<file path="src/rtl/io_uart_pkg.sv">
// Shared constants for the IO-mapped UART: register offsets, STATUS bit
// positions and the state encoding used by both the TX and RX FSMs.
package io_uart_pkg;

  localparam logic [3:0] OFF_TXDATA = 4'h0;
  localparam logic [3:0] OFF_RXDATA = 4'h4;
  localparam logic [3:0] OFF_STATUS = 4'h8;

  localparam int STAT_TX_FULL       = 0;
  localparam int STAT_TX_EMPTY      = 1;
  localparam int STAT_RX_EMPTY      = 2;
  localparam int STAT_RX_FULL       = 3;
  localparam int STAT_RX_OVERRUN    = 4;
  localparam int STAT_TX_BUSY       = 5;
  localparam int STAT_RX_FRAME_ERR  = 6;
  localparam int STAT_RX_PARITY_ERR = 7;

  localparam logic [2:0] ST_IDLE   = 3'd0;
  localparam logic [2:0] ST_START  = 3'd1;
  localparam logic [2:0] ST_DATA   = 3'd2;
  localparam logic [2:0] ST_PARITY = 3'd3;
  localparam logic [2:0] ST_STOP   = 3'd4;

  function automatic logic even_parity(input logic [7:0] data);
    return ^data;
  endfunction

endpackage

</file>
<file path="src/rtl/io_sync_fifo.sv">
// Single-clock FIFO with registered pointers and an occupancy counter.
// A push while full is accepted only when a pop happens at the same edge.
module io_sync_fifo #(
  parameter int WIDTH = 8,
  parameter int DEPTH = 8
) (
  input  logic             clk,
  input  logic             reset,
  input  logic             i_push,
  input  logic [WIDTH-1:0] i_wdata,
  input  logic             i_pop,
  output logic [WIDTH-1:0] o_rdata,
  output logic             o_full,
  output logic             o_empty
);
  localparam int AW = $clog2(DEPTH);

  logic [WIDTH-1:0] r_mem [DEPTH];
  logic [AW-1:0]    r_wr_ptr;
  logic [AW-1:0]    r_rd_ptr;
  logic [AW:0]      r_count;
  logic             w_push_ok;
  logic             w_pop_ok;

  assign o_full    = (r_count == (AW + 1)'(DEPTH));
  assign o_empty   = (r_count == '0);
  assign w_pop_ok  = i_pop & ~o_empty;
  assign w_push_ok = i_push & (~o_full | w_pop_ok);
  assign o_rdata   = r_mem[r_rd_ptr];

  // NOTE: sequential state uses non-blocking (<=) so every flop samples pre-edge values.
  always_ff @(posedge clk) begin
    if (reset) begin
      r_wr_ptr <= '0;
      r_rd_ptr <= '0;
      r_count  <= '0;
    end else begin
      if (w_push_ok) r_wr_ptr <= r_wr_ptr + 1'b1;
      if (w_pop_ok)  r_rd_ptr <= r_rd_ptr + 1'b1;
      case ({w_push_ok, w_pop_ok})
        2'b10:   r_count <= r_count + 1'b1;
        2'b01:   r_count <= r_count - 1'b1;
        default: r_count <= r_count;
      endcase
    end
  end

  // NOTE: storage is not reset; empty/full come from the reset pointers, so contents never matter.
  always_ff @(posedge clk) begin
    if (w_push_ok) r_mem[r_wr_ptr] <= i_wdata;
  end

endmodule

</file>
<file path="src/rtl/io_uart_responder.sv">
// Memory-mapped UART: TXDATA/RXDATA/STATUS in a 16-byte window, TX and RX FIFOs.
// Define UART_PARITY_EN to add an even parity bit to every TX and RX frame.
module io_uart_responder
  import io_uart_pkg::*;
#(
  parameter logic [31:0] BASE_ADDR    = 32'h0000_1000,
  parameter int          CLKS_PER_BIT = 16,
  parameter int          FIFO_DEPTH   = 8
) (
  input  logic        clk,
  input  logic        reset,
  input  logic [31:0] io_address,
  input  logic [31:0] io_write_value,
  input  logic        io_write_en,
  input  logic        io_read_en,
  output logic [31:0] io_read_value,
  output logic        uart_tx,
  input  logic        uart_rx
);
`ifdef UART_PARITY_EN
  localparam bit PARITY_EN = 1'b1;
`else
  localparam bit PARITY_EN = 1'b0;
`endif
  localparam int              CW            = $clog2(CLKS_PER_BIT);
  localparam logic [CW-1:0]   BIT_LAST      = CW'(CLKS_PER_BIT - 1);
  localparam logic [CW-1:0]   HALF_LAST     = CW'(CLKS_PER_BIT / 2 - 1);
  localparam logic [2:0]      ST_AFTER_DATA = PARITY_EN ? ST_PARITY : ST_STOP;

  logic       w_hit;
  logic [3:0] w_off;
  logic       w_tx_wr;
  logic       w_st_wr;
  logic       w_rx_rd;
  logic       w_unused_bits;

  assign w_hit         = (io_address[31:4] == BASE_ADDR[31:4]);
  assign w_off         = {io_address[3:2], 2'b00};
  assign w_tx_wr       = io_write_en & w_hit & (w_off == OFF_TXDATA);
  assign w_st_wr       = io_write_en & w_hit & (w_off == OFF_STATUS);
  assign w_rx_rd       = io_read_en  & w_hit & (w_off == OFF_RXDATA);
  assign w_unused_bits = ^{io_address[1:0], io_write_value[31:8]};

  logic [7:0] w_tx_head;
  logic       w_tx_full;
  logic       w_tx_empty;
  logic       w_tx_pop;

  io_sync_fifo #(.WIDTH(8), .DEPTH(FIFO_DEPTH)) u_tx_fifo (
    .clk     (clk),
    .reset   (reset),
    .i_push  (w_tx_wr & ~w_tx_full),
    .i_wdata (io_write_value[7:0]),
    .i_pop   (w_tx_pop),
    .o_rdata (w_tx_head),
    .o_full  (w_tx_full),
    .o_empty (w_tx_empty)
  );

  logic [2:0]    r_tx_state;
  logic [CW-1:0] r_tx_cnt;
  logic [2:0]    r_tx_idx;
  logic [7:0]    r_tx_data;
  logic          r_tx;
  logic          w_tx_bit_end;

  assign w_tx_bit_end = (r_tx_cnt == BIT_LAST);
  assign uart_tx      = r_tx;

  // An idle transmitter defers its first pop while a TXDATA write is in flight,
  // so a write burst fills the FIFO before the first frame leaves.
  // NOTE: every always_comb output gets a default first, so no path can infer a latch.
  always_comb begin
    w_tx_pop = 1'b0;
    case (r_tx_state)
      ST_IDLE: w_tx_pop = ~w_tx_empty & ~w_tx_wr;
      ST_STOP: w_tx_pop = w_tx_bit_end & ~w_tx_empty;
      default: w_tx_pop = 1'b0;
    endcase
  end

  always_ff @(posedge clk) begin
    if (reset) begin
      r_tx_state <= ST_IDLE;
      r_tx_cnt   <= '0;
      r_tx_idx   <= '0;
      r_tx_data  <= '0;
      r_tx       <= 1'b1;
    end else begin
      r_tx_cnt <= (r_tx_state == ST_IDLE || w_tx_bit_end) ? '0 : r_tx_cnt + 1'b1;
      case (r_tx_state)
        ST_IDLE: if (w_tx_pop) begin
          r_tx_state <= ST_START;
          r_tx_data  <= w_tx_head;
          r_tx       <= 1'b0;
        end
        ST_START: if (w_tx_bit_end) begin
          r_tx_state <= ST_DATA;
          r_tx_idx   <= '0;
          r_tx       <= r_tx_data[0];
        end
        ST_DATA: if (w_tx_bit_end) begin
          if (r_tx_idx == 3'd7) begin
            r_tx_state <= ST_AFTER_DATA;
            r_tx       <= PARITY_EN ? even_parity(r_tx_data) : 1'b1;
          end else begin
            r_tx_idx <= r_tx_idx + 1'b1;
            r_tx     <= r_tx_data[r_tx_idx + 3'd1];
          end
        end
        ST_PARITY: if (w_tx_bit_end) begin
          r_tx_state <= ST_STOP;
          r_tx       <= 1'b1;
        end
        ST_STOP: if (w_tx_bit_end) begin
          if (w_tx_pop) begin
            r_tx_state <= ST_START;
            r_tx_data  <= w_tx_head;
            r_tx       <= 1'b0;
          end else begin
            r_tx_state <= ST_IDLE;
          end
        end
        default: begin
          r_tx_state <= ST_IDLE;
          r_tx       <= 1'b1;
        end
      endcase
    end
  end

  logic          r_sync1;
  logic          r_sync2;
  logic          r_rx_prev;
  logic [2:0]    r_rx_state;
  logic [CW-1:0] r_rx_cnt;
  logic [2:0]    r_rx_idx;
  logic [7:0]    r_rx_data;
  logic          r_rx_par_bad;
  logic          w_rx;
  logic          w_rx_mid;
  logic          w_rx_stop;
  logic          w_rx_valid;
  logic          w_frame_set;
  logic          w_parity_set;
  logic          w_ovr_set;
  logic [7:0]    w_rx_head;
  logic          w_rx_full;
  logic          w_rx_empty;

  // START waits half a bit to recheck the line; later bits are sampled a full bit apart.
  assign w_rx         = r_sync2;
  assign w_rx_mid     = (r_rx_cnt == ((r_rx_state == ST_START) ? HALF_LAST : BIT_LAST));
  assign w_rx_stop    = (r_rx_state == ST_STOP) & w_rx_mid;
  assign w_frame_set  = w_rx_stop & ~w_rx;
  assign w_parity_set = w_rx_stop & w_rx & r_rx_par_bad;
  assign w_rx_valid   = w_rx_stop & w_rx & ~r_rx_par_bad;
  assign w_ovr_set    = w_rx_valid & w_rx_full & ~w_rx_rd;

  io_sync_fifo #(.WIDTH(8), .DEPTH(FIFO_DEPTH)) u_rx_fifo (
    .clk     (clk),
    .reset   (reset),
    .i_push  (w_rx_valid),
    .i_wdata (r_rx_data),
    .i_pop   (w_rx_rd),
    .o_rdata (w_rx_head),
    .o_full  (w_rx_full),
    .o_empty (w_rx_empty)
  );

  always_ff @(posedge clk) begin
    if (reset) begin
      r_sync1      <= 1'b1;
      r_sync2      <= 1'b1;
      r_rx_prev    <= 1'b1;
      r_rx_state   <= ST_IDLE;
      r_rx_cnt     <= '0;
      r_rx_idx     <= '0;
      r_rx_data    <= '0;
      r_rx_par_bad <= 1'b0;
    end else begin
      r_sync1   <= uart_rx;
      r_sync2   <= r_sync1;
      r_rx_prev <= w_rx;
      r_rx_cnt  <= (r_rx_state == ST_IDLE || w_rx_mid) ? '0 : r_rx_cnt + 1'b1;
      case (r_rx_state)
        ST_IDLE: if (r_rx_prev & ~w_rx) begin
          r_rx_state   <= ST_START;
          r_rx_par_bad <= 1'b0;
        end
        ST_START: if (w_rx_mid) begin
          r_rx_state <= w_rx ? ST_IDLE : ST_DATA;
          r_rx_idx   <= '0;
        end
        ST_DATA: if (w_rx_mid) begin
          r_rx_data <= {w_rx, r_rx_data[7:1]};
          r_rx_idx  <= r_rx_idx + 1'b1;
          if (r_rx_idx == 3'd7) r_rx_state <= ST_AFTER_DATA;
        end
        ST_PARITY: if (w_rx_mid) begin
          r_rx_par_bad <= (even_parity(r_rx_data) != w_rx);
          r_rx_state   <= ST_STOP;
        end
        ST_STOP: if (w_rx_mid) r_rx_state <= ST_IDLE;
        default: r_rx_state <= ST_IDLE;
      endcase
    end
  end

  logic r_rx_overrun;
  logic r_rx_frame_err;
  logic r_rx_parity_err;

  // A set in the same cycle as a software clear wins.
  always_ff @(posedge clk) begin
    if (reset) begin
      r_rx_overrun    <= 1'b0;
      r_rx_frame_err  <= 1'b0;
      r_rx_parity_err <= 1'b0;
    end else begin
      r_rx_overrun    <= w_ovr_set |
                         (r_rx_overrun & ~(w_st_wr & io_write_value[STAT_RX_OVERRUN]));
      r_rx_frame_err  <= w_frame_set |
                         (r_rx_frame_err & ~(w_st_wr & io_write_value[STAT_RX_FRAME_ERR]));
      r_rx_parity_err <= w_parity_set |
                         (r_rx_parity_err & ~(w_st_wr & io_write_value[STAT_RX_PARITY_ERR]));
    end
  end

  logic [7:0] w_status;

  always_comb begin
    w_status                     = '0;
    w_status[STAT_TX_FULL]       = w_tx_full;
    w_status[STAT_TX_EMPTY]      = w_tx_empty;
    w_status[STAT_RX_EMPTY]      = w_rx_empty;
    w_status[STAT_RX_FULL]       = w_rx_full;
    w_status[STAT_RX_OVERRUN]    = r_rx_overrun;
    w_status[STAT_TX_BUSY]       = (r_tx_state != ST_IDLE);
    w_status[STAT_RX_FRAME_ERR]  = r_rx_frame_err;
    w_status[STAT_RX_PARITY_ERR] = PARITY_EN & r_rx_parity_err;
  end

  always_comb begin
    io_read_value = '0;
    if (w_hit) begin
      case (w_off)
        OFF_RXDATA: io_read_value = {23'b0, w_rx_empty, (w_rx_empty ? 8'h00 : w_rx_head)};
        OFF_STATUS: io_read_value = {24'b0, w_status};
        default:    io_read_value = '0;
      endcase
    end
  end

endmodule

</file>
<file path="config.mk">
export PLATFORM = sky130hd
export DESIGN_NAME = io_uart_responder
export DESIGN_NICKNAME = d
export VERILOG_FILES = /design/src/rtl/io_uart_pkg.sv /design/src/rtl/io_sync_fifo.sv /design/src/rtl/io_uart_responder.sv
export SDC_FILE = /design/constraint.sdc
export NUM_CORES = 1
export LEC_CHECK = 0
export CORE_MARGIN = 2
export CORE_UTILIZATION = 25
export CTS_CLUSTER_DIAMETER = 200
export CTS_CLUSTER_SIZE = 20
export DETAILED_ROUTE_END_ITERATION = 8
export DONT_BUFFER_PORTS = 1
export GPL_TIMING_DRIVEN = 0
export PLACE_DENSITY = 0.45
export REMOVE_ABC_BUFFERS = 1
export SYNTH_ARGS = -nofsm -noshare
export SYNTH_HDL_FRONTEND = slang
export SYNTH_SLANG_ARGS = --single-unit
</file>
<file path="constraint.sdc">
create_clock -name clk -period 2.8 [get_ports clk]
set_input_delay 0.28 -clock clk [delete_from_list [all_inputs] [get_ports clk]]
set_output_delay 0.28 -clock clk [all_outputs]
set_load 0.005 [all_outputs]
</file>
==> impl_metrics.tcl <==
set metrics [dict create \
    die_area_um2 36000 \
    ys_warn_count 0 \
    synth_edf_count 128 \
    syn_area_um2 8620 \
    synth_top_area_share_pct 44.6 \
    track_usage_pct 10.5 \
    synth.area.top_cells "edfxtp_1 (45%), dfxtp_1 (16%), mux4_2 (8.9%)" \
    worstMarginPinSlew_ps 1150 \
    critical_path_class "flip-flop to flip-flop" \
    rows 68 \
    finalWeightedCongestion 0.737 \
    coreArea_um2 34300 \
    ant_nets 0 \
    grt_pass1_vias 4928 \
    clk_latency_ps 440 \
    synth_seq_cells 197 \
    areaGrowthSynthToFinish_pct 15.0 \
    arrival_ps 2990 \
    grt_max_degree 53 \
    ff2ff_setup_slack_ps 180 \
    die_y_um 190 \
    end_kind "flip-flop" \
    synth_most_common_cell "edfxtp_1" \
    synthDistinctLibCells 63 \
    final-hold-violation-count 0 \
    via_per_inst 4.46 \
    h-tree-depth 4 \
    grt_remaining_overflow 0 \
    setup_viol 0 \
    worstPathMaxFanout 7 \
    powerDensity_nw_per_um2 694 \
    drv_slew 0 \
    worstPathRequired_ps 3170 \
    io_buffers 0 \
    post-place-ws_ps -623 \
    cts_tree "done" \
    clock.fmax_mhz 381 \
    ir_drop_mv 0.365 \
    drt_first_pass_iters 6 \
    min_period_over_period_pct 93.7 \
    num_vias 4902 \
    grt_antenna_before_repair 1 \
    clock_path_buffers 2 \
    wl_per_cell_um 16.4 \
    synthTopCellsByCount "edfxtp_1 (128), dfxtp_1 (69), nor2_1 (58), a21oi_1 (35), mux4_2 (34)" \
    synth_top_area_cell "edfxtp_1" \
    clkTransAtPathRegs_ps 70 \
    status "complete, no violations" \
    cts.sinks 197 \
    drive_gt1_share_pct 19.1 \
    place_area_um2 9090 \
    cts_root_buf "clkbuf_16" \
    synthCells 623 \
    drv_cap 0 \
    synth_ff_type "edfxtp_1" \
    numCtsBuffers 17 \
    drtIter0Drc 254 \
    startpoint_type "flip-flop" \
    dp_hpwl_um 11700 \
    synthArstFlopShare_pct 0 \
    hold_path_class "input pin to flip-flop" \
    clock_skew_ps 16.5 \
    yosysSeqAreaShare_pct 60.6 \
    fp.dieW_um 190 \
    drc 0 \
    final_area_um2 9920 \
    p_leak_nw 3.15 \
    worst_slack_ps 176 \
    finalNetCount 718 \
    start_util_pct 25.2 \
    grt_first_pass_wirelength_um 28900 \
    io_pins 102 \
    avgSynthCellArea_um2 13.8 \
    layout_min_cycle_time_ps 2620 \
    rsz0062_at_grt "true" \
    wl_um 18100 \
    relSlewSlack_pct 23.5 \
]
==> sequential cells by signal, summed over array words and instances, names as in the netlist, 3 cells and up, named ones only <==
signal	count
u_rx_fifo.r_rd_ptr	3
r_rx_state	3
r_tx_state	3
u_tx_fifo.r_count	4
r_rx_data	8
u_tx_fifo.r_rd_ptr	3
r_tx_data	8
r_rx_cnt	4
r_tx_cnt	4
u_rx_fifo.r_mem	64
u_rx_fifo.r_count	4
u_tx_fifo.r_wr_ptr	3
r_rx_idx	3
r_tx_idx	3
u_tx_fifo.r_mem	64
u_rx_fifo.r_wr_ptr	3
==> worst paths after layout <==
path,start,to,cells past startpoint
worst min-delay path,reset,r_rx_cnt[0],3
worst max register to register,r_tx_cnt[0],u_tx_fifo.r_count[2],11
worst min register to register,r_sync1,r_sync2,1
worst max-delay path,r_tx_cnt[0],u_tx_fifo.r_count[2],11
==> metal layers <==
layer  share of wire [%]  routed length, µm  GRT usage, %  up-vias
li1                    -                  -             -     2349
met1                  48               8620          14.1     2429
met2                  48               8580          17.1      108
met3                 3.4                621          1.92       16
met4                 1.3                236          3.49        0
met5                   0                  0             0        -
==> placed cells by master (no fill, tap or decap), drive strengths merged, types with 3 or more instances in the layout <==
master / count
edfxtp: 128
dfxtp: 69
nor2: 58
a21oi: 35
mux4: 34
mux2i: 30
conb: 23
nand2: 20
ha: 19
clkbuf: 17
nor3: 17
inv: 16
nand3: 13
nor4: 13
o21ai: 11
xor2: 10
xnor2: 9
a211oi: 9
dlygate4sd3: 9
buf: 9
or3: 7
o21a: 7
nor3b: 7
nand2b: 6
and3: 6
nor4b: 6
clkinv: 5
nor4bb: 4
a31oi: 3
nand3b: 3
or2: 3
a41o: 3
a22oi: 3
o31ai: 3
==> power by group <==
| group | internal [mW] | switching [mW] | leakage (nW) |
|---|---|---|---|
| Sequential | 3.17 | 0.157 | 1.73 |
| Combinational | 0.534 | 0.539 | 1.13 |
| Clock | 1.34 | 1.15 | 0.288 |
| Total | 5.05 | 1.84 | 3.15 |
==> logic make-up after synthesis <==
| group | after synthesis | synth area share [%] |
|---|---|---|
| xor gates and xnor gates | 20 | 2.19 |
| DFF | 197 | 60.6 |
| adders and majority gates | 19 | 2.76 |
| other | 1 | 0.0435 |
| buffers and inverters | 62 | 3.87 |
| muxes | 66 | 12.6 |
| and+or+nand+nor | 172 | 11.4 |
| AOI/OAI and AO/OA | 86 | 6.50 |
==> worst max-delay path: stages (launching register included) <==
cell,delay (ps)
dfxtp_1,400
ha_4,190
nand3_4,110
a2111o_1,510
nor2_4,130
ha_2,240
xor2_1,160
ha_1,160
a21oi_1,50
xor2_1,160
or3_1,310
a21oi_1,140
==> cell type report <==
type                    count  area [µm²]
multi-input cells         386        3310
flip-flops and latches    197        5230
diodes                      1        2.50
well taps                 455         569
clock inverters            15         170
fillers                  3455       24400
inverters                  10        37.5
clock buffers              17         425
repair buffers             18         181
==> timing repair <==
item | in CTS | in global routing
hold buffers | 10 | 0
resized for setup | 10 | 9
setup endpoints to repair | 14 | 13
endpoints found under the hold margin | 119 | 0
buffers inserted | 1 | 2
pin swaps | 2 | 1
==> per-stage QoR <==
stage | utilization (%) | std cells | setup TNS (ps) | hold slack [ps] | power, mW
finish | 28.9 | 1099 | 0 | 44.6 | 6.89
global route | 28.9 | 1099 | -43.6 | 58.2 | 7.26
CTS | 28.8 | 1096 | 0 | 19.3 | 6.95
detailed placement | 26.5 | 1053 | -32860 | 379 | 4.35
global placement | 26.2 | 1048 | -102720 | 379 | 4.33
floorplan | - | 593 | -173 | 349 | 4.10
Power figures use the tool's default switching activity.
